[config.mk]
export PLATFORM = sky130hd
export DESIGN_NAME = mem_burst_reader_flat
export DESIGN_NICKNAME = d
export VERILOG_FILES = /design/src/rtl/mem_burst_reader_if.sv /design/src/rtl/mem_burst_reader.sv /design/src/flat_wrapper.sv
export SDC_FILE = /design/constraint.sdc
export NUM_CORES = 1
export LEC_CHECK = 0
export CORE_MARGIN = 1
export CORE_UTILIZATION = 55
export CTS_BUF_LIST = sky130_fd_sc_hd__clkbuf_8
export CTS_CLUSTER_DIAMETER = 50
export CTS_CLUSTER_SIZE = 40
export DETAILED_ROUTE_END_ITERATION = 10
export PLACE_DENSITY = 0.87
export SYNTH_ARGS = -nofsm -noshare
export SYNTH_HDL_FRONTEND = slang
export SYNTH_SLANG_ARGS = --single-unit
[constraint.sdc]
create_clock -name i_Clk -period 3.9 [get_ports i_Clk]
set_input_delay 0.78 -clock i_Clk [delete_from_list [all_inputs] [get_ports i_Clk]]
set_output_delay 0.78 -clock i_Clk [all_outputs]
set_load 0.01 [all_outputs]
[src/rtl/mem_burst_reader_if.sv]
// Bundles the burst request, memory read port and output stream of mem_burst_reader.
// The master modport is the reader itself; the slave modport is its surrounding environment.
interface mem_burst_reader_if #(
  parameter int ADDR_W = 5,
  parameter int DATA_W = 8
);
  logic              i_Start;
  logic [ADDR_W-1:0] i_Base_Addr;
  logic [ADDR_W:0]   i_Count;
  logic              i_Abort;
  logic              o_R_En;
  logic [ADDR_W-1:0] o_R_Addr;
  logic [DATA_W-1:0] i_R_Data;
  logic [DATA_W-1:0] o_Data;
  logic              o_Valid;
  logic              i_Ready;
  logic              o_Busy;
  logic              o_Done;

  modport master (
    input  i_Start, i_Base_Addr, i_Count, i_Abort, i_R_Data, i_Ready,
    output o_R_En, o_R_Addr, o_Data, o_Valid, o_Busy, o_Done
  );

  modport slave (
    output i_Start, i_Base_Addr, i_Count, i_Abort, i_R_Data, i_Ready,
    input  o_R_En, o_R_Addr, o_Data, o_Valid, o_Busy, o_Done
  );
endinterface

[src/rtl/mem_burst_reader.sv]
// Burst read sequencer: walks consecutive addresses of a 1-cycle-latency memory
// and hands each byte to a valid/ready consumer, one beat per read.
module mem_burst_reader #(
  parameter int ADDR_W = 5,
  parameter int DATA_W = 8
) (
  input logic                i_Clk,
  input logic                i_Rst_n,
  mem_burst_reader_if.master bus
);

  typedef enum logic [2:0] {
    ST_IDLE    = 3'd0,
    ST_READ    = 3'd1,
    ST_CAPTURE = 3'd2,
    ST_OUT     = 3'd3,
    ST_DONE    = 3'd4
  } state_t;

  localparam logic [ADDR_W:0] MAX_CNT = {1'b1, {ADDR_W{1'b0}}};

  function automatic logic [ADDR_W:0] clamp_count(input logic [ADDR_W:0] cnt);
    if (cnt > MAX_CNT) begin
      clamp_count = MAX_CNT;
    end else begin
      clamp_count = cnt;
    end
  endfunction

  state_t              state_r;
  state_t              state_nxt_s;
  logic [ADDR_W-1:0]   addr_r;
  logic [ADDR_W-1:0]   addr_nxt_s;
  logic [ADDR_W:0]     rem_r;
  logic [ADDR_W:0]     rem_nxt_s;
  logic [ADDR_W:0]     start_cnt_s;
  logic                r_en_r;
  logic [ADDR_W-1:0]   r_addr_r;
  logic [DATA_W-1:0]   data_r;
  logic                valid_r;
  logic                busy_r;
  logic                done_r;

  assign start_cnt_s = clamp_count(bus.i_Count);

  // Next-state, next-address and remaining-beat logic.
  always_comb begin
    state_nxt_s = state_r;
    addr_nxt_s  = addr_r;
    rem_nxt_s   = rem_r;
    case (state_r)
      ST_IDLE: begin
        if (bus.i_Start) begin
          addr_nxt_s = bus.i_Base_Addr;
          rem_nxt_s  = start_cnt_s;
          if (start_cnt_s == {(ADDR_W+1){1'b0}}) begin
            state_nxt_s = ST_DONE;
          end else begin
            state_nxt_s = ST_READ;
          end
        end else begin
          state_nxt_s = ST_IDLE;
        end
      end
      ST_READ: begin
        if (bus.i_Abort) begin
          state_nxt_s = ST_IDLE;
        end else begin
          state_nxt_s = ST_CAPTURE;
        end
      end
      ST_CAPTURE: begin
        if (bus.i_Abort) begin
          state_nxt_s = ST_IDLE;
        end else begin
          state_nxt_s = ST_OUT;
        end
      end
      ST_OUT: begin
        // Abort wins over a simultaneous accept: that beat is not counted.
        if (bus.i_Abort) begin
          state_nxt_s = ST_IDLE;
        end else if (bus.i_Ready) begin
          rem_nxt_s = rem_r - (ADDR_W+1)'(1);
          if (rem_r == (ADDR_W+1)'(1)) begin
            state_nxt_s = ST_DONE;
          end else begin
            addr_nxt_s  = addr_r + ADDR_W'(1);
            state_nxt_s = ST_READ;
          end
        end else begin
          state_nxt_s = ST_OUT;
        end
      end
      ST_DONE: begin
        state_nxt_s = ST_IDLE;
      end
      default: begin
        state_nxt_s = ST_IDLE;
      end
    endcase
  end

  // State, counters and all outputs registered from the next state.
  always_ff @(posedge i_Clk or negedge i_Rst_n) begin
    if (!i_Rst_n) begin
      state_r  <= ST_IDLE;
      addr_r   <= {ADDR_W{1'b0}};
      rem_r    <= {(ADDR_W+1){1'b0}};
      r_en_r   <= 1'b0;
      r_addr_r <= {ADDR_W{1'b0}};
      data_r   <= {DATA_W{1'b0}};
      valid_r  <= 1'b0;
      busy_r   <= 1'b0;
      done_r   <= 1'b0;
    end else begin
      state_r <= state_nxt_s;
      addr_r  <= addr_nxt_s;
      rem_r   <= rem_nxt_s;
      r_en_r  <= (state_nxt_s == ST_READ);
      valid_r <= (state_nxt_s == ST_OUT);
      busy_r  <= (state_nxt_s != ST_IDLE);
      done_r  <= (state_nxt_s == ST_DONE);
      if (state_nxt_s == ST_READ) begin
        r_addr_r <= addr_nxt_s;
      end else begin
        r_addr_r <= r_addr_r;
      end
      // Memory data is only valid during CAPTURE; it is held through OUT.
      if ((state_r == ST_CAPTURE) && (state_nxt_s == ST_OUT)) begin
        data_r <= bus.i_R_Data;
      end else begin
        data_r <= data_r;
      end
    end
  end

  assign bus.o_R_En   = r_en_r;
  assign bus.o_R_Addr = r_addr_r;
  assign bus.o_Data   = data_r;
  assign bus.o_Valid  = valid_r;
  assign bus.o_Busy   = busy_r;
  assign bus.o_Done   = done_r;

endmodule

[src/flat_wrapper.sv]
// flat-port wrapper written by rule: the top's interface ports become plain ports
module mem_burst_reader_flat 
#(
  parameter int ADDR_W = 5,
  parameter int DATA_W = 8
)
  (i_Clk, i_Rst_n, bus_i_Start, bus_i_Base_Addr, bus_i_Count, bus_i_Abort, bus_i_R_Data, bus_i_Ready, bus_o_R_En, bus_o_R_Addr, bus_o_Data, bus_o_Valid, bus_o_Busy, bus_o_Done);
  mem_burst_reader_if #(.ADDR_W(ADDR_W), .DATA_W(DATA_W)) bus_i ();
  input logic i_Clk;
  input logic i_Rst_n;
  input wire logic [$bits(bus_i.i_Start)-1:0] bus_i_Start;
  input wire logic [$bits(bus_i.i_Base_Addr)-1:0] bus_i_Base_Addr;
  input wire logic [$bits(bus_i.i_Count)-1:0] bus_i_Count;
  input wire logic [$bits(bus_i.i_Abort)-1:0] bus_i_Abort;
  input wire logic [$bits(bus_i.i_R_Data)-1:0] bus_i_R_Data;
  input wire logic [$bits(bus_i.i_Ready)-1:0] bus_i_Ready;
  output wire logic [$bits(bus_i.o_R_En)-1:0] bus_o_R_En;
  output wire logic [$bits(bus_i.o_R_Addr)-1:0] bus_o_R_Addr;
  output wire logic [$bits(bus_i.o_Data)-1:0] bus_o_Data;
  output wire logic [$bits(bus_i.o_Valid)-1:0] bus_o_Valid;
  output wire logic [$bits(bus_i.o_Busy)-1:0] bus_o_Busy;
  output wire logic [$bits(bus_i.o_Done)-1:0] bus_o_Done;
  assign bus_i.i_Start = bus_i_Start;
  assign bus_i.i_Base_Addr = bus_i_Base_Addr;
  assign bus_i.i_Count = bus_i_Count;
  assign bus_i.i_Abort = bus_i_Abort;
  assign bus_i.i_R_Data = bus_i_R_Data;
  assign bus_i.i_Ready = bus_i_Ready;
  assign bus_o_R_En = bus_i.o_R_En;
  assign bus_o_R_Addr = bus_i.o_R_Addr;
  assign bus_o_Data = bus_i.o_Data;
  assign bus_o_Valid = bus_i.o_Valid;
  assign bus_o_Busy = bus_i.o_Busy;
  assign bus_o_Done = bus_i.o_Done;
  mem_burst_reader #(.ADDR_W(ADDR_W), .DATA_W(DATA_W)) u_core (.i_Clk(i_Clk), .i_Rst_n(i_Rst_n), .bus(bus_i));
endmodule
==> flow_summary.yaml <==
yosys:
  ys_seq_area_share_pct: 44.22
  syn_nets: 196
  synthCells: 169
  ys_warn_count: 0
  async_reset_ff_share_pct: 100.0
  netlist_area_sq_um: 1754
  synth_edf_count: 0
  postSynthAreaPerCell_sq_um: 10.38
  ys.flop_type: "dfrtp_1"
  yosysUniqueCellTypes: 51
  ys_ff_latch: 31
die:
  start_util_pct: 57.93
  die_area_sq_um: 3419
  die_x_microns: 58.48
  io_pins: 41
  core_sq_um: 3028
  die_y_microns: 58.48
  std_cell_rows: 20
clock_tree:
  cts-root-buf: "clkbuf_8"
  post-cts-setup-buffers: 0
  cts-htree-levels: 2
  clk_pin_slew_worst_paths_ns: 0.07
  ctsResizeCount: 0
  clockBufferDepth: 2
  hold_buffers: 0
  cts_tree: "done"
  numClockSinks: 31
  worstSkewPairLatency_ns: 0.29
  numCtsBuffers: 5
routing:
  antenna_left: 0
  via_count: 1571
  vias_per_cell: 6.185
  drc: 0
  post_drt_wl_per_cell_microns: 17.81
  drtIter0Drc: 111
  first_pass_iters: 4
  wirelength_mm: 4.523
layout:
  final_cell_mix: "40 x clkdlybuf4s50_1, 31 x dfrtp_1, 14 x nand2_1"
  final_common_cell: "clkdlybuf4s50_1"
  design_area_sq_um: 2272
  fillers: 207
  layout-drive-gt1-share_pct: 15.24
  n_antenna_cell: 0
  syn2layout_area_growth_pct: 29.53
  nets: 237
worst_setup_path:
  max_stage_delay_ns: 0.53
  cp.required_ns: 4.08
  critical_path.top_delay_family: "buffers and inverters"
  worstSetupPathType: "input port to flip-flop"
  cp_cell_sequence: "clkdlybuf4s50_1 > or3b_1 > a41o_1 > a21o_4 > inv_2 > mux2_4"
  crit_path_end_kind: "flip-flop"
  start_kind: "input port"
  arrival_ns: 2.68
  path_buf_inv: 2
  crit_path_max_fanout: 7
  crit_slowest_cell: "clkdlybuf4s50_1"
sta:
  period_minus_slack_ns: 2.507
  fin_skew_ns: 0.007566
  worstMarginPinSlew_ns: 0.7439
  slew-limit-headroom_pct: 50.31
  setup_tns_ns: 0
  max_freq_mhz: 398.9
  slew_violations: 0
  finalCritPeriodShare_pct: 64.27
  rsz0062_at_grt: "no"
  hold_viol_final: 0
  setup_viol: 0
placed_design:
  place.port_buffers: 40
  place.gp.congestion: 0.9404
  placed_area_sq_um: 2185
  hpwl_mm: 3.170
pwr:
  clkPwrFrac_pct: 17.4
  internal_power_mw: 0.9093
  pwr-share-comb_pct: 42.5
  ir_worst_vdd_v: 0.0003613
  p_switching_mw: 0.5541
  switching_share_pct: 37.86
  seqPwrFrac_pct: 40.0
  cellPowerDensity_nw_per_um2: 644.1
  p_leak_nw: 0.9228
global_route:
  gr-total-overflow: 0
  grt_max_degree: 32
  antenna_found_initial: 0
  grt_pass1_wl_mm: 7.258
  grt_usage_pct: 29.29
  grt_pass1_vias: 1501
status:
  outcome: "complete, no violations"
min_path:
  hold_path.class: "flip-flop to flip-flop"
job:
  cap_violations: 0
[flip-flops by register name (all words and copies together) (netlist names)]
register and flops:
u_core.rem_r 6, u_core.state_r 3, u_core.bus.o_R_Addr 5, u_core.bus.o_Done 1
u_core.addr_r 5, u_core.bus.o_Busy 1, u_core.bus.o_Data 8, u_core.bus.o_Valid 1
u_core.bus.o_R_En 1
[per-layer routing]
layer  vias to the layer above  wire [microns]  track usage (%)
met1                       760            1867            37.72
met4                         0             122            13.95
met3                        14             358            7.692
li1                        711               -                -
met5                         -               0                0
met2                        86            2175            46.31
[synthesized netlist by cell type (all sizes together) (4+ instances only)]
library cell / number / area (sq um)
dfrtp: 31 / 775.7
nand2: 15 / 58.81
nor2: 13 / 51.30
a21oi: 12 / 63.81
inv: 10 / 37.53
mux2: 10 / 116.4
a211oi: 8 / 60.06
a32oi: 7 / 61.31
o21ai: 7 / 35.03
buf: 5 / 27.53
nand4bb: 4 / 45.04
[stage by stage]
stage	setup slack [ns]	hold WS, ns	util, %	instances	power [mW]
CTS	1.406	0.5234	75.04	254	1.459
global placement	1.189	0.4912	72.15	247	1.160
finish	1.393	0.5185	75.04	254	1.463
global route	1.380	0.5436	75.04	254	1.555
detailed placement	1.142	0.4961	72.15	247	1.196
floorplan	1.757	0.4713	-	169	0.9063
[cells by family after synthesis]
group,count (synthesis),share of synthesized area (%)
and+or+nand+nor,55,20.04
AOI/OAI and AO/OA,49,20.83
DFF,31,44.22
buffers and inverters,18,4.422
muxes,13,8.345
adders and majority gates,3,2.140
[layout make-up]
class | instances | area [sq um] | area share [%]
repair buffers | 42 | 415.4 | 18.28
multi-input cells | 120 | 900.9 | 39.65
well taps | 44 | 55.05 | 2.423
flip-flops and latches | 31 | 775.7 | 34.14
clock buffers | 6 | 82.58 | 3.634
clock inverters | 1 | 5.005 | 0.2203
inverters | 10 | 37.54 | 1.652
[power groups by stage]
| stage | logic (mW) | registers, mW | clock network, mW |
|---|---|---|---|
| after global placement | 0.586 | 0.573 | 0 |
| final | 0.622 | 0.586 | 0.255 |
| after detailed placement | 0.612 | 0.584 | 0 |
| after floorplan | 0.327 | 0.579 | 0 |
| after global routing | 0.676 | 0.604 | 0.274 |
| after CTS | 0.617 | 0.583 | 0.258 |
[worst paths after layout]
| path | start | end | slack [ns] | depth (start not counted) |
|---|---|---|---|---|
| setup / recovery | bus_i_Abort | u_core.bus.o_R_Addr[0] | 1.39 | 6 |
| hold / removal | u_core.bus.o_Data[3] | u_core.bus.o_Data[3] | 0.52 | 1 |
| setup reg to reg | u_core.rem_r[1] | u_core.bus.o_Busy | 1.68 | 6 |
| hold reg to reg | u_core.bus.o_Data[3] | u_core.bus.o_Data[3] | 0.52 | 1 |
| max in group asynchronous | i_Rst_n | u_core.bus.o_R_Addr[3] | 2.73 | 2 |
| min in group asynchronous | i_Rst_n | u_core.state_r[1] | 0.88 | 2 |
No activity file was read; power rests on OpenSTA's default activity.
